===== config.mk =====
export PLATFORM = sky130hd
export DESIGN_NAME = slot_dispatch_table
export DESIGN_NICKNAME = d
export VERILOG_FILES = /design/src/rtl/slot_dispatch_pkg.sv /design/src/rtl/slot_dispatch_table_slot_entry.sv /design/src/rtl/slot_dispatch_table.sv
export SDC_FILE = /design/constraint.sdc
export NUM_CORES = 2
export LEC_CHECK = 0
export CAP_MARGIN = 20
export CORE_MARGIN = 2
export CORE_UTILIZATION = 58
export CTS_BUF_LIST = sky130_fd_sc_hd__clkbuf_2 sky130_fd_sc_hd__clkbuf_4 sky130_fd_sc_hd__clkbuf_8
export CTS_CLUSTER_SIZE = 30
export DETAILED_ROUTE_END_ITERATION = 10
export PLACE_DENSITY = 0.91
export REMOVE_ABC_BUFFERS = 1
export SYNTH_ARGS = -nofsm -noshare
export SYNTH_HDL_FRONTEND = slang
export SYNTH_SLANG_ARGS = --single-unit

===== constraint.sdc =====
create_clock -name clk -period 3.5 [get_ports clk]
set_input_delay 0.875 -clock clk [delete_from_list [all_inputs] [get_ports clk]]
set_output_delay 0.875 -clock clk [all_outputs]
set_load 0.01 [all_outputs]

===== src/rtl/slot_dispatch_pkg.sv =====
// Shared definitions for the slot dispatch table.
// Holds the 2-bit slot status codes and the sequencer state encoding.
package slot_dispatch_pkg;

   localparam logic [1:0] ST_EMPTY = 2'd0;
   localparam logic [1:0] ST_READY = 2'd1;
   localparam logic [1:0] ST_BUSY  = 2'd2;
   localparam logic [1:0] ST_DONE  = 2'd3;

   typedef enum logic [1:0] {
      S_IDLE  = 2'd0,
      S_SCAN  = 2'd1,
      S_ISSUE = 2'd2,
      S_WAIT  = 2'd3
   } state_e;

endpackage


===== src/rtl/slot_dispatch_table_slot_entry.sv =====
// slot_entry: storage for one DMA descriptor slot.
// Ports:
//   clk, reset                 clock, synchronous active-high reset
//   lock_i                     host writes are dropped while set (sequencer owns slot)
//   set_*_i / cfg_*_i          per-field host write strobes and data
//   fsm_set_status_i/_status_i sequencer status update (wins over host, never locked)
//   fsm_clr_profile_i          clear busy-cycle counter (dispatch handshake)
//   fsm_inc_profile_i          count one busy cycle, saturating at all-ones
//   *_o                        current slot contents
module slot_entry
   import slot_dispatch_pkg::*;
#(
   parameter int SRC_ADDR_WIDTH = 32,
   parameter int SRC_SIZE_WIDTH = 26,
   parameter int DST_ADDR_WIDTH = 32,
   parameter int DST_SIZE_WIDTH = 26,
   parameter int PROFILE_WIDTH  = 32
) (
   input  logic                      clk,
   input  logic                      reset,
   input  logic                      lock_i,
   input  logic                      set_src_addr_i,
   input  logic                      set_src_size_i,
   input  logic                      set_des_addr_i,
   input  logic                      set_des_size_i,
   input  logic                      set_status_i,
   input  logic [SRC_ADDR_WIDTH-1:0] cfg_src_addr_i,
   input  logic [SRC_SIZE_WIDTH-1:0] cfg_src_size_i,
   input  logic [DST_ADDR_WIDTH-1:0] cfg_des_addr_i,
   input  logic [DST_SIZE_WIDTH-1:0] cfg_des_size_i,
   input  logic [1:0]                cfg_status_i,
   input  logic                      fsm_set_status_i,
   input  logic [1:0]                fsm_status_i,
   input  logic                      fsm_clr_profile_i,
   input  logic                      fsm_inc_profile_i,
   output logic [SRC_ADDR_WIDTH-1:0] src_addr_o,
   output logic [SRC_SIZE_WIDTH-1:0] src_size_o,
   output logic [DST_ADDR_WIDTH-1:0] des_addr_o,
   output logic [DST_SIZE_WIDTH-1:0] des_size_o,
   output logic [1:0]                status_o,
   output logic [PROFILE_WIDTH-1:0]  profile_o
);

   logic [SRC_ADDR_WIDTH-1:0] src_addr_q, src_addr_d;
   logic [SRC_SIZE_WIDTH-1:0] src_size_q, src_size_d;
   logic [DST_ADDR_WIDTH-1:0] des_addr_q, des_addr_d;
   logic [DST_SIZE_WIDTH-1:0] des_size_q, des_size_d;
   logic [1:0]                status_q,   status_d;
   logic [PROFILE_WIDTH-1:0]  profile_q,  profile_d;

   always_comb begin
      src_addr_d = src_addr_q;
      src_size_d = src_size_q;
      des_addr_d = des_addr_q;
      des_size_d = des_size_q;
      status_d   = status_q;
      profile_d  = profile_q;
      if (!lock_i) begin
         if (set_src_addr_i) src_addr_d = cfg_src_addr_i;
         if (set_src_size_i) src_size_d = cfg_src_size_i;
         if (set_des_addr_i) des_addr_d = cfg_des_addr_i;
         if (set_des_size_i) des_size_d = cfg_des_size_i;
         if (set_status_i)   status_d   = cfg_status_i;
      end
      if (fsm_set_status_i) status_d = fsm_status_i;
      if (fsm_clr_profile_i) begin
         profile_d = '0;
      end else if (fsm_inc_profile_i && (profile_q != {PROFILE_WIDTH{1'b1}})) begin
         profile_d = profile_q + 1'b1;
      end
   end

   always_ff @(posedge clk) begin
      if (reset) begin
         src_addr_q <= '0;
         src_size_q <= '0;
         des_addr_q <= '0;
         des_size_q <= '0;
         status_q   <= ST_EMPTY;
         profile_q  <= '0;
      end else begin
         src_addr_q <= src_addr_d;
         src_size_q <= src_size_d;
         des_addr_q <= des_addr_d;
         des_size_q <= des_size_d;
         status_q   <= status_d;
         profile_q  <= profile_d;
      end
   end

   assign src_addr_o = src_addr_q;
   assign src_size_o = src_size_q;
   assign des_addr_o = des_addr_q;
   assign des_size_o = des_size_q;
   assign status_o   = status_q;
   assign profile_o  = profile_q;

endmodule


===== src/rtl/slot_dispatch_table.sv =====
// slot_dispatch_table: 2^INDEX_WIDTH descriptor slots plus a dispatch sequencer.
// Ports:
//   clk, reset              clock, synchronous active-high reset
//   cfg_* / set_*           host config write (slot cfg_index, per-field strobes)
//   rd_index / rd_*         combinational read of one slot, including profile
//   start                   begin one pass over the slots (ignored unless idle)
//   busy, seq_done          sequencer active / one-cycle end-of-pass pulse
//   dsp_valid/dsp_ready     descriptor handshake, dsp_* registered descriptor
//   cmp_valid               completion pulse for the active descriptor
//
// state   | meaning
// S_IDLE  | waiting for start
// S_SCAN  | examine slot ptr, dispatch if READY
// S_ISSUE | descriptor offered, waiting for dsp_ready
// S_WAIT  | descriptor accepted, counting busy cycles until cmp_valid
module slot_dispatch_table
   import slot_dispatch_pkg::*;
#(
   parameter int INDEX_WIDTH    = 2,
   parameter int SRC_ADDR_WIDTH = 32,
   parameter int SRC_SIZE_WIDTH = 26,
   parameter int DST_ADDR_WIDTH = 32,
   parameter int DST_SIZE_WIDTH = 26,
   parameter int PROFILE_WIDTH  = 32
) (
   input  logic                      clk,
   input  logic                      reset,
   input  logic [INDEX_WIDTH-1:0]    cfg_index,
   input  logic [SRC_ADDR_WIDTH-1:0] cfg_src_addr,
   input  logic [SRC_SIZE_WIDTH-1:0] cfg_src_size,
   input  logic [DST_ADDR_WIDTH-1:0] cfg_des_addr,
   input  logic [DST_SIZE_WIDTH-1:0] cfg_des_size,
   input  logic [1:0]                cfg_status,
   input  logic                      set_src_addr,
   input  logic                      set_src_size,
   input  logic                      set_des_addr,
   input  logic                      set_des_size,
   input  logic                      set_status,
   input  logic [INDEX_WIDTH-1:0]    rd_index,
   output logic [SRC_ADDR_WIDTH-1:0] rd_src_addr,
   output logic [SRC_SIZE_WIDTH-1:0] rd_src_size,
   output logic [DST_ADDR_WIDTH-1:0] rd_des_addr,
   output logic [DST_SIZE_WIDTH-1:0] rd_des_size,
   output logic [1:0]                rd_status,
   output logic [PROFILE_WIDTH-1:0]  rd_profile,
   input  logic                      start,
   output logic                      busy,
   output logic                      seq_done,
   output logic                      dsp_valid,
   input  logic                      dsp_ready,
   output logic [INDEX_WIDTH-1:0]    dsp_index,
   output logic [SRC_ADDR_WIDTH-1:0] dsp_src_addr,
   output logic [SRC_SIZE_WIDTH-1:0] dsp_src_size,
   output logic [DST_ADDR_WIDTH-1:0] dsp_des_addr,
   output logic [DST_SIZE_WIDTH-1:0] dsp_des_size,
   input  logic                      cmp_valid
);

   localparam int N = 1 << INDEX_WIDTH;
   localparam logic [INDEX_WIDTH-1:0] IDX_LAST = {INDEX_WIDTH{1'b1}};

   state_e                    state_q;
   logic [INDEX_WIDTH-1:0]    ptr_q;
   logic                      seq_done_q;
   logic                      dsp_valid_q;
   logic [INDEX_WIDTH-1:0]    dsp_index_q;
   logic [SRC_ADDR_WIDTH-1:0] dsp_src_addr_q;
   logic [SRC_SIZE_WIDTH-1:0] dsp_src_size_q;
   logic [DST_ADDR_WIDTH-1:0] dsp_des_addr_q;
   logic [DST_SIZE_WIDTH-1:0] dsp_des_size_q;

   logic [SRC_ADDR_WIDTH-1:0] src_addr_arr [N];
   logic [SRC_SIZE_WIDTH-1:0] src_size_arr [N];
   logic [DST_ADDR_WIDTH-1:0] des_addr_arr [N];
   logic [DST_SIZE_WIDTH-1:0] des_size_arr [N];
   logic [1:0]                status_arr   [N];
   logic [PROFILE_WIDTH-1:0]  profile_arr  [N];

   // The slot under ptr belongs to the sequencer from offer until completion.
   logic owned;
   logic handshake;
   logic complete;

   assign owned     = (state_q == S_ISSUE) || (state_q == S_WAIT);
   assign handshake = (state_q == S_ISSUE) && dsp_ready;
   assign complete  = (state_q == S_WAIT) && cmp_valid;

   for (genvar i = 0; i < N; i++) begin : g_slot
      logic sel_cfg;
      logic sel_ptr;

      assign sel_cfg = (cfg_index == INDEX_WIDTH'(i));
      assign sel_ptr = (ptr_q == INDEX_WIDTH'(i));

      slot_entry #(
         .SRC_ADDR_WIDTH (SRC_ADDR_WIDTH),
         .SRC_SIZE_WIDTH (SRC_SIZE_WIDTH),
         .DST_ADDR_WIDTH (DST_ADDR_WIDTH),
         .DST_SIZE_WIDTH (DST_SIZE_WIDTH),
         .PROFILE_WIDTH  (PROFILE_WIDTH)
      ) u_slot (
         .clk               (clk),
         .reset             (reset),
         .lock_i            (owned && sel_ptr),
         .set_src_addr_i    (set_src_addr && sel_cfg),
         .set_src_size_i    (set_src_size && sel_cfg),
         .set_des_addr_i    (set_des_addr && sel_cfg),
         .set_des_size_i    (set_des_size && sel_cfg),
         .set_status_i      (set_status && sel_cfg),
         .cfg_src_addr_i    (cfg_src_addr),
         .cfg_src_size_i    (cfg_src_size),
         .cfg_des_addr_i    (cfg_des_addr),
         .cfg_des_size_i    (cfg_des_size),
         .cfg_status_i      (cfg_status),
         .fsm_set_status_i  ((handshake || complete) && sel_ptr),
         .fsm_status_i      (handshake ? ST_BUSY : ST_DONE),
         .fsm_clr_profile_i (handshake && sel_ptr),
         .fsm_inc_profile_i ((state_q == S_WAIT) && sel_ptr),
         .src_addr_o        (src_addr_arr[i]),
         .src_size_o        (src_size_arr[i]),
         .des_addr_o        (des_addr_arr[i]),
         .des_size_o        (des_size_arr[i]),
         .status_o          (status_arr[i]),
         .profile_o         (profile_arr[i])
      );
   end

   always_ff @(posedge clk) begin
      if (reset) begin
         state_q        <= S_IDLE;
         ptr_q          <= '0;
         seq_done_q     <= 1'b0;
         dsp_valid_q    <= 1'b0;
         dsp_index_q    <= '0;
         dsp_src_addr_q <= '0;
         dsp_src_size_q <= '0;
         dsp_des_addr_q <= '0;
         dsp_des_size_q <= '0;
      end else begin
         seq_done_q <= 1'b0;
         case (state_q)
            S_IDLE: begin
               if (start) begin
                  ptr_q   <= '0;
                  state_q <= S_SCAN;
               end
            end
            S_SCAN: begin
               if (status_arr[ptr_q] == ST_READY) begin
                  dsp_index_q    <= ptr_q;
                  dsp_src_addr_q <= src_addr_arr[ptr_q];
                  dsp_src_size_q <= src_size_arr[ptr_q];
                  dsp_des_addr_q <= des_addr_arr[ptr_q];
                  dsp_des_size_q <= des_size_arr[ptr_q];
                  dsp_valid_q    <= 1'b1;
                  state_q        <= S_ISSUE;
               end else if (ptr_q == IDX_LAST) begin
                  seq_done_q <= 1'b1;
                  state_q    <= S_IDLE;
               end else begin
                  ptr_q <= ptr_q + 1'b1;
               end
            end
            S_ISSUE: begin
               if (dsp_ready) begin
                  dsp_valid_q <= 1'b0;
                  state_q     <= S_WAIT;
               end
            end
            S_WAIT: begin
               if (cmp_valid) begin
                  if (ptr_q == IDX_LAST) begin
                     seq_done_q <= 1'b1;
                     state_q    <= S_IDLE;
                  end else begin
                     ptr_q   <= ptr_q + 1'b1;
                     state_q <= S_SCAN;
                  end
               end
            end
            default: state_q <= S_IDLE;
         endcase
      end
   end

   assign rd_src_addr = src_addr_arr[rd_index];
   assign rd_src_size = src_size_arr[rd_index];
   assign rd_des_addr = des_addr_arr[rd_index];
   assign rd_des_size = des_size_arr[rd_index];
   assign rd_status   = status_arr[rd_index];
   assign rd_profile  = profile_arr[rd_index];

   assign busy         = (state_q != S_IDLE);
   assign seq_done     = seq_done_q;
   assign dsp_valid    = dsp_valid_q;
   assign dsp_index    = dsp_index_q;
   assign dsp_src_addr = dsp_src_addr_q;
   assign dsp_src_size = dsp_src_size_q;
   assign dsp_des_addr = dsp_des_addr_q;
   assign dsp_des_size = dsp_des_size_q;

endmodule


After elaboration in Yosys (flattened, before gate mapping)
Cells that the tools add are included.
- input bits: 132
- word-level logic and storage cells: 217
- ROM bits: 0
- bits in latches: 0
- memories: 0
- flip-flop bits (word level): 724
- memory bits (writable): 0
- shift-type cells: 0
- bitwise gates (word level): 6
- divide/modulo/power cells: 0
- multipliers: 0
- mux-type cells: 65
- reductions and logical operators: 82
- magnitude comparators: 2
- $add $sub $neg: 5
- equal/unequal tests: 24
- operators with widths (kind ; number):
    binary-select mux 32 bit (select 2 bit) ; 5
    2-to-1 mux 32 bit ; 10
    binary-select mux 26 bit (select 2 bit) ; 4
    2-to-1 mux 26 bit ; 8
    adder 32 x 1 -> 32 bit, second input constant ; 4
    inequality test 32 bit, second input constant ; 4
    2-to-1 mux 2 bit ; 25
    logical AND 1 bit ; 42
    AND reduction 2 bit ; 21
    inequality test 2 bit, second input constant ; 9
    == test 2 bit, second input constant ; 6
    nonzero test 2 bit ; 6
    binary-select mux 2 bit (select 2 bit) ; 2
    == test 2 x 1 -> 1 bit, second input constant ; 4
    one-hot mux 2 bit (4 select lines) ; 1
    AND reduction 4 bit ; 2
    OR reduction 2 bit ; 4
    2-to-1 mux 1 bit ; 7
    greater-or-equal comparator 3 bit, second input constant ; 2
    logical NOT 2 bit ; 3
    inverter 2 -> 3 bit ; 2
    one-hot mux 2 bit (3 select lines) ; 1
    inverter 1 bit ; 4
    one-hot mux 1 bit (2 select lines) ; 2
    5 further kinds ; 6

Logic depth before layout (Yosys ltp)
- depth after elaboration: 7
- depth in mapped cells: 10

Cells and area by module
Synthesis repeated with hierarchy kept, for this count alone.
- cells, all modules: 3822
- area total of the unflattened synthesis: 34129.0 µm²
- modules (own cells, without submodules) (module ; seq. area each (µm²) ; times used ; area each (µm²) ; cells an instance):
    slot_entry at g_slot[0].u_slot ... ; 3002.9 ; 3 ; 5674.2 ; 716
    slot_dispatch_table ; 2482.4 ; 1 ; 11421.0 ; 962
    slot_entry at g_slot[3].u_slot ; 3002.9 ; 1 ; 5685.5 ; 712

Worst setup path after synthesis
No wires, ideal clock.
- kind: in2out
- start point: input rd_index[0]
- end point: output rd_profile[4]
- stages on the path: 4
- required time: 2.625 ns
- slack: 0.121 ns
- data arrival time: 2.504 ns
- cells stage by stage: clkbuf_1 -> clkbuf_1 -> buf_1 -> mux4_1
- word-level cells in the longest chain between the ends: 4
- RTL lines (element ; RTL line ; text):
    start, declared ; slot_dispatch_table.sv:39 ; input logic [INDEX_WIDTH-1:0] rd_index,
    inverter 2 -> 3 bit (not written as such) ; slot_dispatch_table.sv:191 ; assign rd_profile = profile_arr[rd_index];
    binary-select mux 32 bit (select 2 bit) ; slot_dispatch_table.sv:191 ;
    2-to-1 mux 32 bit (not written as such) (2 in a row) ; slot_dispatch_table.sv:191 ;
    end, declared ; slot_dispatch_table.sv:45 ; output logic [PROFILE_WIDTH-1:0] rd_profile,
Every way passes these cells. The select of a mux whose other input is x is not followed.

Worst setup path after layout
- start point: input rd_index[0]
- end point: output rd_profile[21]
Same word-level chain as after synthesis.

==> results.md <==
- Worst-skew pair later-pin latency: approximately 750 ps
- Total GRT Usage: 0.390
- Most Crowded Layer GR: met2
- Post-CTS sizing: 0
- VDD IR max: 0.369 mV
- Grt total ovfl: 0
- Cell taking the most area after synthesis: dfxtp_1
- Number of synthesized register bits: 724
- PnR worst setup slack: 90.7 ps
- Crit path largest cell delay: 520 ps
- Hold WC Path Type: reg2reg
- Worst endpoint required time: about 2600 ps
- Placement Setup Slack: 103 ps
- Tmin final: 3410 ps
- R2R Path Start: ptr_q[1]
- CTS tree: built
- Pleak: 13.6 nW
- Detailed-route wire length per cell: approximately 24 um
- Main synth FF type: dfxtp_1
- Worst slew pin tran: around 1200 ps
- P per Cell Area: 447 nW/um^2
- Most common cell after layout, fill and taps aside: nand2_1
- Final Hold Slack: 456 ps
- Top-area cell type share of the netlist area: 0.433
- Crit. Startpoint: rd_index[0]
- Post-DP Area: 38500 sq um
- Asr flop ratio synth: 0
- Util after Layout: 0.717
- Total power: 18.4 mW
- Final setup viols: 0
- Library cells used by synthesis: 58
- EDFF count, synth: 0
- Worst path buffer plus inverter count: 4
- Vias/cell: 6.70
- Vias in the first global route: around 32k
- Die Area: a little under 60000 sq um
- Clock Path Buffers: 3
- Most frequent cells in the layout: 996 x nand2_1, 722 x dfxtp_1, 584 x a21oi_1, 399 x clkdlybuf4s50_1, 265 x mux4_2
- Startpoint Class: primary input
- Avg Cell Area, Syn: ~9.2 sq um
- Crit path max-delay family: buffers and inverters
- Crit-path cells: buf_8 -> buf_12 -> buf_12 -> mux4_2 -> clkdlybuf4s50_1
- Final design area excluding fillers: about 41000 sq um
- Setup Crit Path Kind: in2out
- Area grow syn2layout: 22.9%
- RSZ-0062 raised after global routing: no
- Synth top area cells: dfxtp_1 43%, mux4_2 18%, nand2_1 11%
- Crit-path most repeated cell: buf_12
- Total number of vias: 32.6k
- Seq/Total Area, Yosys: 0.433
- Initial antenna violation count: 22
- Die width: ~240 um
- Clock root cell: clkbuf_8
- Slew Limit Fails: 0
- Core area: 57400 sq um
- CP arrival: 2530 ps
- Synth warnings: 0
- Fill count: 3525
- DRC: 0
- Antenna Nets Post-Route: 0
- Pre-antenna DRT Iters: 9
- Tcrit/Tclk final: 0.974
- WL final: approximately 120 mm
- Finished Layout Cells: approximately 4.9k
- Largest net degree at the start of global routing: 203
- Met3 Use GR: 0.149
- GR Layer Usage met1: 0.449
- Nets@finish: 4129
- # H-tree levels: 3
- RD Place Congestion: 0.961
- Status: finished, final reports clean
- Worst hold start: dsp_des_addr[18]
- Syn Inst Count: between 3k and 4k
- Io pins: 403
- Clk sink count: just over 700
- Fraction of layout cells with a size suffix above 1: 0.152
- Max-cap violations: 0
- CP max stage cell: mux4_2
- Starting density of the core: 0.584
- Post-Syn Area: between 30000 and 40000 sq um
- Met2 Usage GRT: 0.609
- Fmax: 0.293 GHz
- Worst Path Max Fanout: 17
- Die H: 244 um
- Placement Rows: 88
- Post-CTS Setup Bufs: 0
- Sum Neg Setup Slack: 0 ps
- DP Wirelength: 72.1 mm
- Critical Path End Type: output port
- Max_slew headroom: 0.233
- First-pass GRT wire length: 182 mm
- Clock Skew: between 60 and 70 ps
- I/O Buffers: between 400 and 500
- Drt first-iter violations: ~4.6k
- Placed insts: 4635
- TritonCTS Buffers: 116
- Clock transition at the registers of the reported paths: 60 ps
- Post-CTS Hold Buffers: 0
- Final hold viol count: 0
power by group:
part | internal, mW | leakage [nW] | switching, mW
clock | 4.53 | 1.39 | 3.55
combinational | 0.754 | 6.33 | 0.936
sequential | 8.43 | 5.87 | 0.184
state kept, by name (all words and copies together), names as in the netlist, 8 cells and up, named ones only:
| name | cells |
|---|---|
| g_slot.u_slot.src_addr_o | 128 |
| g_slot.u_slot.status_o | 8 |
| dsp_des_addr | 32 |
| g_slot.u_slot.des_size_o | 104 |
| dsp_src_addr | 32 |
| g_slot.u_slot.des_addr_o | 128 |
| g_slot.u_slot.src_size_o | 104 |
| dsp_des_size | 26 |
| dsp_src_size | 26 |
| g_slot.u_slot.profile_o | 128 |
cell usage after synthesis (5+ instances only):
master	instances
nor2b_1	6
nand3_1	101
a21o_1	5
and2_0	8
ha_1	8
xnor2_1	23
nand4_1	35
o211ai_1	12
and2_1	6
a21oi_1	584
or2_2	7
o31ai_1	25
a31o_2	7
dfxtp_1	724
and4_1	15
nor4_1	10
a31oi_1	5
inv_1	17
nor3_1	11
a211oi_1	13
mux4_2	265
or4_1	32
o21a_1	6
buf_1	32
mux2i_1	113
and3_1	18
buf_2	18
nand2_1	1000
nor2_1	152
or3_1	58
o21ai_0	58
clkbuf_1	232
cells by family (layout without fill, tap and decap cells):
group / Yosys count / after routing / synth area share
other cells: 0 / 12 / 0
compound gates: 734 / 734 / 0.118
mux: 382 / 382 / 0.214
buf+inv: 302 / 731 / 0.0353
xor+xnor: 24 / 24 / 0.00628
fa+ha+maj: 8 / 8 / 0.00299
simple gates: 1480 / 1480 / 0.190
flops: 724 / 724 / 0.433
final timing paths:
check	depth (start not counted)	end	slack [ps]
setup reg to reg	8	g_slot[3].u_slot.profile_o[20]	470
hold reg to reg	2	dsp_des_addr[18]	460
hold / removal	2	dsp_des_addr[18]	460
setup / recovery	5	rd_profile[21]	90
metal layers:
metal,up-vias,part of all wire
met5,-,0.0016
met4,26,0.072
met3,759,0.14
met2,2795,0.45
met1,15282,0.33
li1,13711,-
layout make-up:
class / count / area, sq um / share of cell area
clock buffer: 180 / 2280 / 0.0555
clock inverter: 32 / 324 / 0.00788
antenna: 12 / 30.0 / 0.000730
inverter: 17 / 63.8 / 0.00155
sequential: 724 / 14500 / 0.353
tap: 765 / 957 / 0.0233
timing repair buffer: 502 / 5120 / 0.125
multi-input combinational: 2628 / 17800 / 0.434
worst min-delay path: stages, from the launching register on:
cell,delay [ps]
dfxtp_1,310
nand2_1,50
a21oi_1,50
(Power assumes the default switching activity.)
